### src/rtl/mic_frame_packer.sv
// mic_frame_packer: packs multi-channel microphone sample vectors into
// sign-extended 32-bit words and posts them to a ping-pong RAM through a
// write-only slave port. Each filled half raises a level irq that the host
// acknowledges; vectors that arrive while the packer is busy are counted
// as overruns.
module mic_frame_packer #(
  parameter int NUM_CH   = 4,
  parameter int SAMPLE_W = 16,
  parameter int ADDR_W   = 7
) (
  input  logic                         clk_clk,
  input  logic                         reset_reset,
  input  logic                         enable,
  input  logic                         sample_valid,
  input  logic [NUM_CH*SAMPLE_W-1:0]   sample_data,
  input  logic                         irq_ack,
  output logic [ADDR_W-1:0]            ram_address,
  output logic                         ram_chipselect,
  output logic                         ram_clken,
  output logic                         ram_write,
  output logic [31:0]                  ram_writedata,
  output logic [3:0]                   ram_byteenable,
  output logic                         irq,
  output logic                         irq_half,
  output logic [7:0]                   overrun_count
);

  localparam int HALF_WORDS = 1 << (ADDR_W - 1);
  localparam int FRAMES     = (HALF_WORDS - 1) / NUM_CH;
  localparam int OFF_W      = ADDR_W - 1;
  localparam int CH_W       = (NUM_CH > 1) ? $clog2(NUM_CH) : 1;

  localparam logic [CH_W-1:0]  CH_LAST    = CH_W'(NUM_CH - 1);
  localparam logic [OFF_W-1:0] FRAME_LAST = OFF_W'(FRAMES - 1);
  localparam logic [7:0]       NUM_CH_B   = 8'(NUM_CH);

  typedef enum logic [2:0] {
    S_IDLE,
    S_HDR,
    S_WAIT,
    S_WR,
    S_CLOSE,
    S_FULL
  } state_t;

  state_t                       state_reg;
  logic                         cur_reg;
  logic [1:0]                   pending_reg;
  logic [15:0]                  seq_reg;
  logic [7:0]                   overrun_reg;
  logic [NUM_CH*SAMPLE_W-1:0]   sample_reg;
  logic [CH_W-1:0]              ch_reg;
  logic [OFF_W-1:0]             frame_reg;
  logic [OFF_W-1:0]             wptr_reg;
  logic                         stop_reg;
  logic [ADDR_W-1:0]            addr_reg;
  logic [31:0]                  wdata_reg;
  logic                         wr_reg;
  logic                         irq_reg;
  logic                         irq_half_reg;

  logic [1:0]                   ack_mask;
  logic [1:0]                   pending_next;
  logic                         cur_next;
  logic                         irq_half_next;
  logic                         drop;

  // Per-channel view of the latched vector, channel 0 in the LSBs.
  logic [SAMPLE_W-1:0]          ch_samples [NUM_CH];
  logic signed [SAMPLE_W-1:0]   cur_sample;
  logic [31:0]                  ch_word;

  generate
    for (genvar gi = 0; gi < NUM_CH; gi++) begin : g_ch
      assign ch_samples[gi] = sample_reg[gi*SAMPLE_W +: SAMPLE_W];
    end
  endgenerate

  assign cur_sample = ch_samples[ch_reg];
  assign ch_word    = 32'(cur_sample);

  // A vector is dropped whenever it arrives outside WAIT (IDLE ignores it).
  assign drop = sample_valid &&
                (state_reg == S_HDR || state_reg == S_WR ||
                 state_reg == S_CLOSE || state_reg == S_FULL);

  // Pending bookkeeping: the ack clears the currently reported oldest half,
  // then CLOSE marks the just-finished half and flips to the other one.
  // With both halves pending the older one is always the half cur points at.
  always_comb begin
    ack_mask = 2'b00;
    if (irq_ack && (pending_reg != 2'b00))
      ack_mask = irq_half_reg ? 2'b10 : 2'b01;
    pending_next = pending_reg & ~ack_mask;
    cur_next     = cur_reg;
    if (state_reg == S_CLOSE) begin
      pending_next[cur_reg] = 1'b1;
      cur_next              = ~cur_reg;
    end
    irq_half_next = (pending_next == 2'b11) ? cur_next : pending_next[1];
  end

  // Packer state machine with registered RAM-port and irq outputs.
  always_ff @(posedge clk_clk) begin
    if (reset_reset) begin
      state_reg    <= S_IDLE;
      cur_reg      <= 1'b0;
      pending_reg  <= 2'b00;
      seq_reg      <= 16'h0000;
      overrun_reg  <= 8'h00;
      sample_reg   <= '0;
      ch_reg       <= '0;
      frame_reg    <= '0;
      wptr_reg     <= '0;
      stop_reg     <= 1'b0;
      addr_reg     <= '0;
      wdata_reg    <= 32'h0;
      wr_reg       <= 1'b0;
      irq_reg      <= 1'b0;
      irq_half_reg <= 1'b0;
    end else begin
      wr_reg       <= 1'b0;
      pending_reg  <= pending_next;
      cur_reg      <= cur_next;
      irq_reg      <= (pending_next != 2'b00);
      irq_half_reg <= irq_half_next;

      if (drop && (overrun_reg != 8'hFF))
        overrun_reg <= overrun_reg + 8'd1;

      case (state_reg)
        S_IDLE: begin
          if (enable)
            state_reg <= S_HDR;
        end

        S_HDR: begin
          if (!enable) begin
            state_reg <= S_IDLE;
          end else begin
            wr_reg    <= 1'b1;
            addr_reg  <= {cur_reg, {OFF_W{1'b0}}};
            wdata_reg <= {seq_reg, overrun_reg, NUM_CH_B};
            seq_reg   <= seq_reg + 16'd1;
            wptr_reg  <= OFF_W'(1);
            frame_reg <= '0;
            ch_reg    <= '0;
            stop_reg  <= 1'b0;
            state_reg <= S_WAIT;
          end
        end

        S_WAIT: begin
          if (!enable) begin
            state_reg <= S_IDLE;
          end else if (sample_valid) begin
            sample_reg <= sample_data;
            ch_reg     <= '0;
            stop_reg   <= 1'b0;
            state_reg  <= S_WR;
          end
        end

        S_WR: begin
          wr_reg    <= 1'b1;
          addr_reg  <= {cur_reg, wptr_reg};
          wdata_reg <= ch_word;
          wptr_reg  <= wptr_reg + 1'b1;
          ch_reg    <= ch_reg + 1'b1;
          if (!enable)
            stop_reg <= 1'b1;
          if (ch_reg == CH_LAST) begin
            ch_reg    <= '0;
            frame_reg <= frame_reg + 1'b1;
            if (frame_reg == FRAME_LAST)
              state_reg <= S_CLOSE;
            else if (stop_reg || !enable)
              state_reg <= S_IDLE;
            else
              state_reg <= S_WAIT;
          end
        end

        S_CLOSE: begin
          stop_reg <= 1'b0;
          if (stop_reg || !enable)
            state_reg <= S_IDLE;
          else if (pending_next[cur_next])
            state_reg <= S_FULL;
          else
            state_reg <= S_HDR;
        end

        S_FULL: begin
          if (!pending_next[cur_reg])
            state_reg <= enable ? S_HDR : S_IDLE;
        end

        default: state_reg <= S_IDLE;
      endcase
    end
  end

  assign ram_address    = addr_reg;
  assign ram_writedata  = wdata_reg;
  assign ram_write      = wr_reg;
  assign ram_chipselect = wr_reg;
  assign ram_clken      = wr_reg;
  assign ram_byteenable = {4{wr_reg}};
  assign irq            = irq_reg;
  assign irq_half       = irq_half_reg;
  assign overrun_count  = overrun_reg;

endmodule
### config.mk
export PLATFORM = sky130hd
export DESIGN_NAME = mic_frame_packer
export DESIGN_NICKNAME = d
export VERILOG_FILES = /design/src/rtl/mic_frame_packer.sv
export SDC_FILE = /design/constraint.sdc
export NUM_CORES = 1
export LEC_CHECK = 0
export CAP_MARGIN = 5
export CORE_MARGIN = 2
export CORE_UTILIZATION = 55
export CTS_CLUSTER_DIAMETER = 40
export CTS_CLUSTER_SIZE = 24
export DETAILED_ROUTE_END_ITERATION = 10
export PLACE_DENSITY_LB_ADDON = 0.1
export SYNTH_ARGS = -nofsm -noshare
export SYNTH_HDL_FRONTEND = slang
export SYNTH_SLANG_ARGS = --single-unit
### constraint.sdc
create_clock -name clk_clk -period 3.7 [get_ports clk_clk]
set_input_delay 1.11 -clock clk_clk [delete_from_list [all_inputs] [get_ports clk_clk]]
set_output_delay 1.11 -clock clk_clk [all_outputs]
set_load 0.1 [all_outputs]
Word-level counts from Yosys, hierarchy flattened --
Cells that the tools add are included.
Operators by class: $add $sub $neg 5, reduce and logical (&&, ||, !) cells 22, bitwise logic cells 5, equality and inequality tests 17, order comparisons 4, muxes and demuxes 47
Operator list (number):
- one-hot mux 32 bit (2 select lines) | 1
- binary-select mux 16 bit (select 2 bit) | 1
- two-way mux 16 bit | 2
- two-way mux 32 bit | 1
- two-way mux 3 bit | 8
- one-hot mux 6 bit (2 select lines) | 2
- two-way mux 2 bit | 9
- two-way mux 6 bit | 3
- one-hot mux 3 bit (6 select lines) | 1
- adder 16 x 1 -> 16 bit (second input constant) | 1
- one-hot mux 7 bit (2 select lines) | 1
- two-way mux 1 bit | 13
- adder 6 x 1 -> 6 bit (second input constant) | 2
- != test 2 bit (second input constant) | 6
- adder 8 x 1 -> 8 bit (second input constant) | 1
- != test 8 bit (second input constant) | 1
- AND reduction 4 bit | 2
- two-way mux 7 bit | 1
- equality test 3 x 2 -> 1 bit (second input constant) | 2
- equality test 3 bit (second input constant) | 2
- equality test 6 x 4 -> 1 bit (second input constant) | 1
- one-hot mux 2 bit (3 select lines) | 1
- AND reduction 3 bit | 2
- nonzero test 2 bit | 3
- other kinds (24) | 33
Storage, ports and cells: input bits 69, register bits 151, output and inout port bits 56

Longest topological paths before layout --
Gate-level depths: netlist of the first run.
depth in word-level cells 12, mapped depth 7, depth with buffers taken out 6

Worst setup path before layout of the first run --
No wires, ideal clock.
path kind register to output, from reg wr_reg, in the netlist ram_chipselect, to out ram_byteenable[0], stages on the path, launching flop included 2, path slack 1.144 ns, buffers on the path 1, data arrival time 1.446 ns, cells stage by stage dfxtp_1 > buf_4
RTL lines:
- from (decl) | line 58 | logic wr_reg;
- from (signal assigned) | line 118 | wr_reg <= 1'b0;
- from (signal assigned) | line 122 | wr_reg <= 1'b0;
- from (signal assigned) | line 141 | wr_reg <= 1'b1;
- to (decl) | line 22 | output logic [3:0] ram_byteenable,
No word-level cell between the ends.

Worst setup path after layout of the first run --
from in enable, to reg seq_reg[15]
On the way: cells in the longest elaborated chain, start to end 1
RTL lines:
- from (decl) | line 13 | input logic enable,
- AND reduction 2 bit (no source line)
- to (signal assigned) | line 144 | seq_reg <= seq_reg + 16'd1;
- to (decl) | line 49 | logic [15:0] seq_reg;
No other way between the ends. A chain may end at the register's enable or synchronous reset.

==> results.toml, run 1 <==
[power]
peakVddDrop_mv = 0.375
p_leak_nw = 2.86
power_density_nw_per_um2 = 490

[detailed_routing]
drc = 0
wl_per_cell_um = 15.4
antenna_left = 0
vias = 5476
wl_um = 14800
routed_via_density = 5.67
drt_iter0_drc = 469
drt_pass1_iterations = 5

[worst_setup_path]
crit_buf_inv = 2
slowest_delay_ns = 0.54
cp-start-kind = "primary input"
reg2reg_depth = 4
critPathKind = "in -> reg"
critical_path.endpoint = "seq_reg[15]"
crit_path_end_kind = "register"
r2r_start = "state_reg[0]"
crit_slowest_cell = "or4_1"
crit_path_max_fanout = 13
critPathTopFamily = "simple AND/OR/NAND/NOR gates"
crit_arrival_ns = 3.09
r2r-end = "ram_writedata[26]"
cp.required_ns = 4.05
path_cells = "clkdlybuf4s50_1 > buf_4 > and4bb_1 > nand2_2 > or4_1 > a21oi_1"
startpoint = "enable"
cp.depth = 6
r2r_slack_ns = 1.22

[yosys]
netlist_area_um2 = 6280
synth-seq-area-share_pct = 48.1
ys_seq_elements = 151
netlist_instances = 715
avgSynthCellArea_um2 = 8.78
syn_nets = 790
synth_warnings = 0
synthDistinctLibCells = 52

[timing]
finalSetupViolations = 0
fin_crit_sh_pct = 74.0
period_needed_ns = 2.74
hold_viol_final = 0
grt_setup_unrepaired = "no"
final.setup.tns_ns = 0
max_slew_margin_pct = 34.1
fin_skew_ns = 0.00625
worst_slew_pin_slew_ns = 0.987
setup_slack_ns = 0.963
slew_viol_final = 0
fmax_ghz = 0.365

[clock_tree]
cts_tree = "done"
clock_sinks = 151
cts_setup_buffers = 0
cts_resized = 0
cts_buffers = 17
cts_htree_levels = 4
postCtsHoldBufs = 0
clk_pin_slew_worst_paths_ns = 0.06
clkLatencyLatePin_ns = 0.42
clockBufferDepth = 2
cts_root_buf = "clkbuf_16"

[place]
preCtsSetupSlack_ns = 0.528
gp_congestion = 0.792
port_buffers = 124
dp_hpwl_um = 9880

[grt]
track_usage_pct = 24.2
grt_max_degree = 69
grt_pass1_wl_um = 24500
antenna_found_initial = 0
grt_overflow = 0
grt_pass1_vias = 5142

[flow_run]
maxCapViolCount = 0

[die]
dieArea_um2 = 12300
io_pins = 125
core_um2 = 11300
start_util_pct = 55.7
die_x_um = 111
die_y_um = 111
num_rows = 39

[status]
outcome = "complete, no violations"

[finish]
final_cell_mix = "dfxtp_1, nand2_1, a21oi_1, buf_4, clkdlybuf4s50_1"
largest_reg_flops = 64
syn2layout_area_growth_pct = 28.2
antenna_cells = 0
layout.nets = 884
layout_commonest_cell = "dfxtp_1"
drive_gt1_share_pct = 15.6

[worst_hold_path]
hold_class = "reg -> reg"
power breakdown:
group | internal [W] | switching [W]
sequential | 0.00165 | 0.0000372
combinational | 0.000140 | 0.000227
clock | 0.00123 | 0.000661
kinds of logic (layout without fill, tap and decap cells):
group | after synthesis | after routing | synth area share, %
and+or+nand+nor | 282 | 282 | 20.4
AOI/OAI and AO/OA | 171 | 171 | 16.4
DFF | 151 | 151 | 48.1
buffers and inverters | 66 | 173 | 4.78
muxes | 21 | 21 | 6.56
xor gates and xnor gates | 18 | 18 | 2.51
adders and majority gates | 6 | 6 | 1.20
cells in the mapped netlist, drive strengths merged:
| master | n | area, um^2 |
|---|---|---|
| xor2 | 10 | 87.6 |
| o21bai | 1 | 7.51 |
| and3 | 4 | 26.3 |
| mux2i | 4 | 40.0 |
| nand2 | 151 | 569 |
| o2111ai | 1 | 8.76 |
| nor2 | 56 | 210 |
| nor3 | 8 | 50.1 |
| a31oi | 2 | 12.5 |
| a22oi | 33 | 248 |
| nor2b | 4 | 27.5 |
| mux4 | 16 | 360 |
| o21ai | 8 | 40.0 |
| dfxtp | 151 | 3020 |
| and4 | 1 | 11.3 |
| buf | 23 | 139 |
| nor4 | 4 | 25.0 |
| mux2 | 1 | 11.3 |
| or3 | 8 | 50.1 |
| or4 | 8 | 60.1 |
| clkbuf | 38 | 143 |
| nand4 | 6 | 52.6 |
| a222oi | 7 | 70.1 |
| nand3b | 1 | 7.51 |
| a21o | 2 | 15.0 |
| or4bb | 1 | 11.3 |
| ha | 6 | 75.1 |
| inv | 5 | 18.8 |
| a21oi | 102 | 510 |
| nand2b | 4 | 25.0 |
| nand3 | 16 | 80.1 |
| a21bo | 1 | 10.0 |
| nor3b | 2 | 15.0 |
| o211ai | 1 | 7.51 |
| o31ai | 8 | 60.1 |
| a311oi | 3 | 26.3 |
| or2 | 2 | 12.5 |
| nand4b | 1 | 8.76 |
| and4bb | 1 | 12.5 |
| xnor2 | 8 | 70.1 |
| and2 | 4 | 25.0 |
| a221oi | 1 | 8.76 |
| o21a | 1 | 7.51 |
worst min-delay path: stages (launching register included):
cell and delay, ns:
dfxtp_1 0.30, nand2_1 0.05, a21oi_1 0.05
how the worst min path moves through the flow:
stage	start	end	slack, ns	cells past startpoint
floorplan	sample_reg[32]	sample_reg[32]	0.43	2
global placement	sample_reg[26]	sample_reg[26]	0.44	2
detailed placement	sample_reg[32]	sample_reg[32]	0.44	2
CTS	sample_reg[32]	sample_reg[32]	0.45	2
global route	sample_reg[61]	sample_reg[61]	0.47	2
finish	sample_reg[43]	sample_reg[43]	0.45	2
stage by stage:
| step | hold WS [ns] | power (W) | instance area, um^2 | instances | utilization [%] |
|---|---|---|---|---|---|
| after floorplan | 0.433 | 0.00195 | 6280 | 715 | - |
| after global placement | 0.439 | 0.00208 | 7400 | 933 | 65.6 |
| after detailed placement | 0.445 | 0.00209 | 7400 | 933 | 65.6 |
| after CTS | 0.453 | 0.00397 | 8050 | 965 | 71.4 |
| after global routing | 0.471 | 0.00407 | 8050 | 965 | 71.4 |
| final | 0.453 | 0.00395 | 8050 | 965 | 71.4 |
area by class of cell:
cell class,instances,area (um^2)
inverters,5,18.8
clock inverters,12,199
repair buffers,136,1200
clock buffers,20,457
multi-input cells,498,2980
fillers,864,3220
well taps,143,179
flip-flops and latches,151,3020
layer usage:
layer,share of wire [%],vias up,track usage (%)
met3,4.9,18,6.07
met2,50,150,40.0
met5,0,-,0
met4,1.5,0,7.75
met1,44,2620,31.3
li1,-,2688,-
No activity file was read; power rests on OpenSTA's default activity.
==> inputs of run 2 (changes only) <==
--- a/config.mk
+++ b/config.mk
@@ -7,7 +7,7 @@
 export LEC_CHECK = 0
 export CAP_MARGIN = 5
 export CORE_MARGIN = 2
-export CORE_UTILIZATION = 55
+export CORE_UTILIZATION = 51
 export CTS_CLUSTER_DIAMETER = 40
 export CTS_CLUSTER_SIZE = 24
 export DETAILED_ROUTE_END_ITERATION = 10
==> constraint.sdc (replaced) <==
create_clock -name clk_clk -period 2.6 [get_ports clk_clk]
set_input_delay 0.78 -clock clk_clk [delete_from_list [all_inputs] [get_ports clk_clk]]
set_output_delay 0.78 -clock clk_clk [all_outputs]
set_load 0.1 [all_outputs]
==> run 2 against run 1 <==
Against the previous run: combinational power up 51%; die area increased by 7.6%; global-route usage fell by 1.1 points; via count down 0.84%; power is 38% higher.
==> results.toml, run 2 (same netlist as run 1, synthesis figures left out) <==
[timing]
worst_slew_pin_slew_ns = 0.798
hold_viol_final = 0
timing.hold.ws_ns = 0.453
fin_crit_sh_pct = 82.7
max_slew_margin_pct = 46.8
setup_slack_ns = 0.450
grt_setup_unrepaired = "no"
finalSetupViolations = 0
final.setup.tns_ns = 0
period_needed_ns = 2.15
fin_skew_ns = 0.00573
fmax_ghz = 0.465
slew_viol_final = 0

[clock_tree]
clockBufferDepth = 2
clkLatencyLatePin_ns = 0.42
cts_htree_levels = 4
cts_buffers = 17
postCtsHoldBufs = 0
clk_pin_slew_worst_paths_ns = 0.06
cts_root_buf = "clkbuf_16"
clock_sinks = 151
cts_tree = "done"
cts_setup_buffers = 0
cts_resized = 0

[finish]
largest_reg_flops = 64
final_cell_mix = "dfxtp_1, nand2_1, a21oi_1, buf_4, clkdlybuf4s50_1"
final_cells = 979
syn2layout_area_growth_pct = 29.5
antenna_cells = 0
drive_gt1_share_pct = 16.6
layout_commonest_cell = "dfxtp_1"
layout.nets = 895

[status]
outcome = "complete, no violations"

[worst_setup_path]
cp-start-kind = "primary input"
crit_arrival_ns = 2.47
crit_path_end_kind = "register"
cp.required_ns = 2.92
crit_path_max_fanout = 5
path_cells = "clkdlybuf4s50_1 > or4bb_1 > a31oi_1 > a311oi_1 > a311oi_1"
crit_slowest_cell = "clkdlybuf4s50_1"
path_common_cell = "a311oi_1"
critPathKind = "in -> reg"
slowest_delay_ns = 0.57

[power]
cellInternalPower_w = 0.00416
p_leak_nw = 2.92
p_total_w = 0.00543
p_sw_share_pct = 23.5
clockPowerShare_pct = 45.8
power_density_nw_per_um2 = 668
p_sw_w = 0.00127
p_seq_share_pct = 44.0
peakVddDrop_mv = 0.350
power_frac_comb_pct = 10.2

[die]
start_util_pct = 52.3
die_y_um = 115
num_rows = 40
die_x_um = 115
dieArea_um2 = 13200
io_pins = 125
core_um2 = 12000

[place]
preCtsSetupSlack_ns = 0.0559
gp_congestion = 0.830
dp_hpwl_um = 10000
port_buffers = 124
dpl.cell_count = 948

[detailed_routing]
wl_um = 14500
drc = 0
drt_pass1_iterations = 5
routed_via_density = 5.55
drt_iter0_drc = 379
antenna_left = 0
vias = 5430
wl_per_cell_um = 14.8

[grt]
grt_pass1_wl_um = 24300
grt_pass1_vias = 5189
grt_max_degree = 65
track_usage_pct = 23.1
antenna_found_initial = 0
grt_overflow = 0

[worst_hold_path]
hold_class = "reg -> reg"

[flow_run]
maxCapViolCount = 0
## run 2: changes by cell type in the layout (fill, tap and decap cells not counted), sizes merged
cell | before | now
buf | 69 | 80
bufinv | 5 | 2
clkbuf | 20 | 25
clkinv | 3 | 2
clkinvlp | 4 | 1
inv | 5 | 6
## run 2: per-stage QoR
step,instance area [um^2],util (%)
finish,8130,67.7
detailed placement,7520,62.6
global route,8130,67.7
global placement,7520,62.6
floorplan,6280,-
CTS,8130,67.7
## run 2: final timing paths
path                       start        endpoint  slack, ns  depth (start not counted)
hold / removal    sample_reg[34]  sample_reg[34]       0.45                          2
setup reg to reg    state_reg[1]  sample_reg[13]       0.59                          5
hold reg to reg   sample_reg[34]  sample_reg[34]       0.45                          2
setup / recovery          enable    state_reg[2]       0.45                          5
## run 2: cell type report
type | count | area [um^2]
Fill cell | 991 | 3880
Tap cell | 147 | 184
Clock inverter | 6 | 86.3
Timing Repair Buffer | 147 | 1320
Sequential cell | 151 | 3020
Inverter | 5 | 18.8
Multi-Input combinational cell | 498 | 2980
Clock buffer | 25 | 526
## run 2: critical path, delay by kind of cell
family / cells / cell delay (ns)
simple gates: 1 / 0.50
buf+inv: 1 / 0.57
compound gates: 3 / 0.62
## run 2: layer usage
layer,vias up,track usage [%],share of wire [%]
met4,0,8.43,1.5
met2,115,38.0,50
met3,17,5.32,3.9
met1,2586,29.8,45
li1,2712,-,-
met5,-,0,0
## run 2: power groups by stage
stage / combinational, W / sequential, W / clock [W]
6_report: 0.000553 / 0.00239 / 0.00249
5_1_grt: 0.000597 / 0.00240 / 0.00264
4_1_cts: 0.000556 / 0.00239 / 0.00253
3_5_place_dp: 0.000552 / 0.00244 / 0
3_3_place_gp: 0.000546 / 0.00244 / 0
2_1_floorplan: 0.000292 / 0.00249 / 0
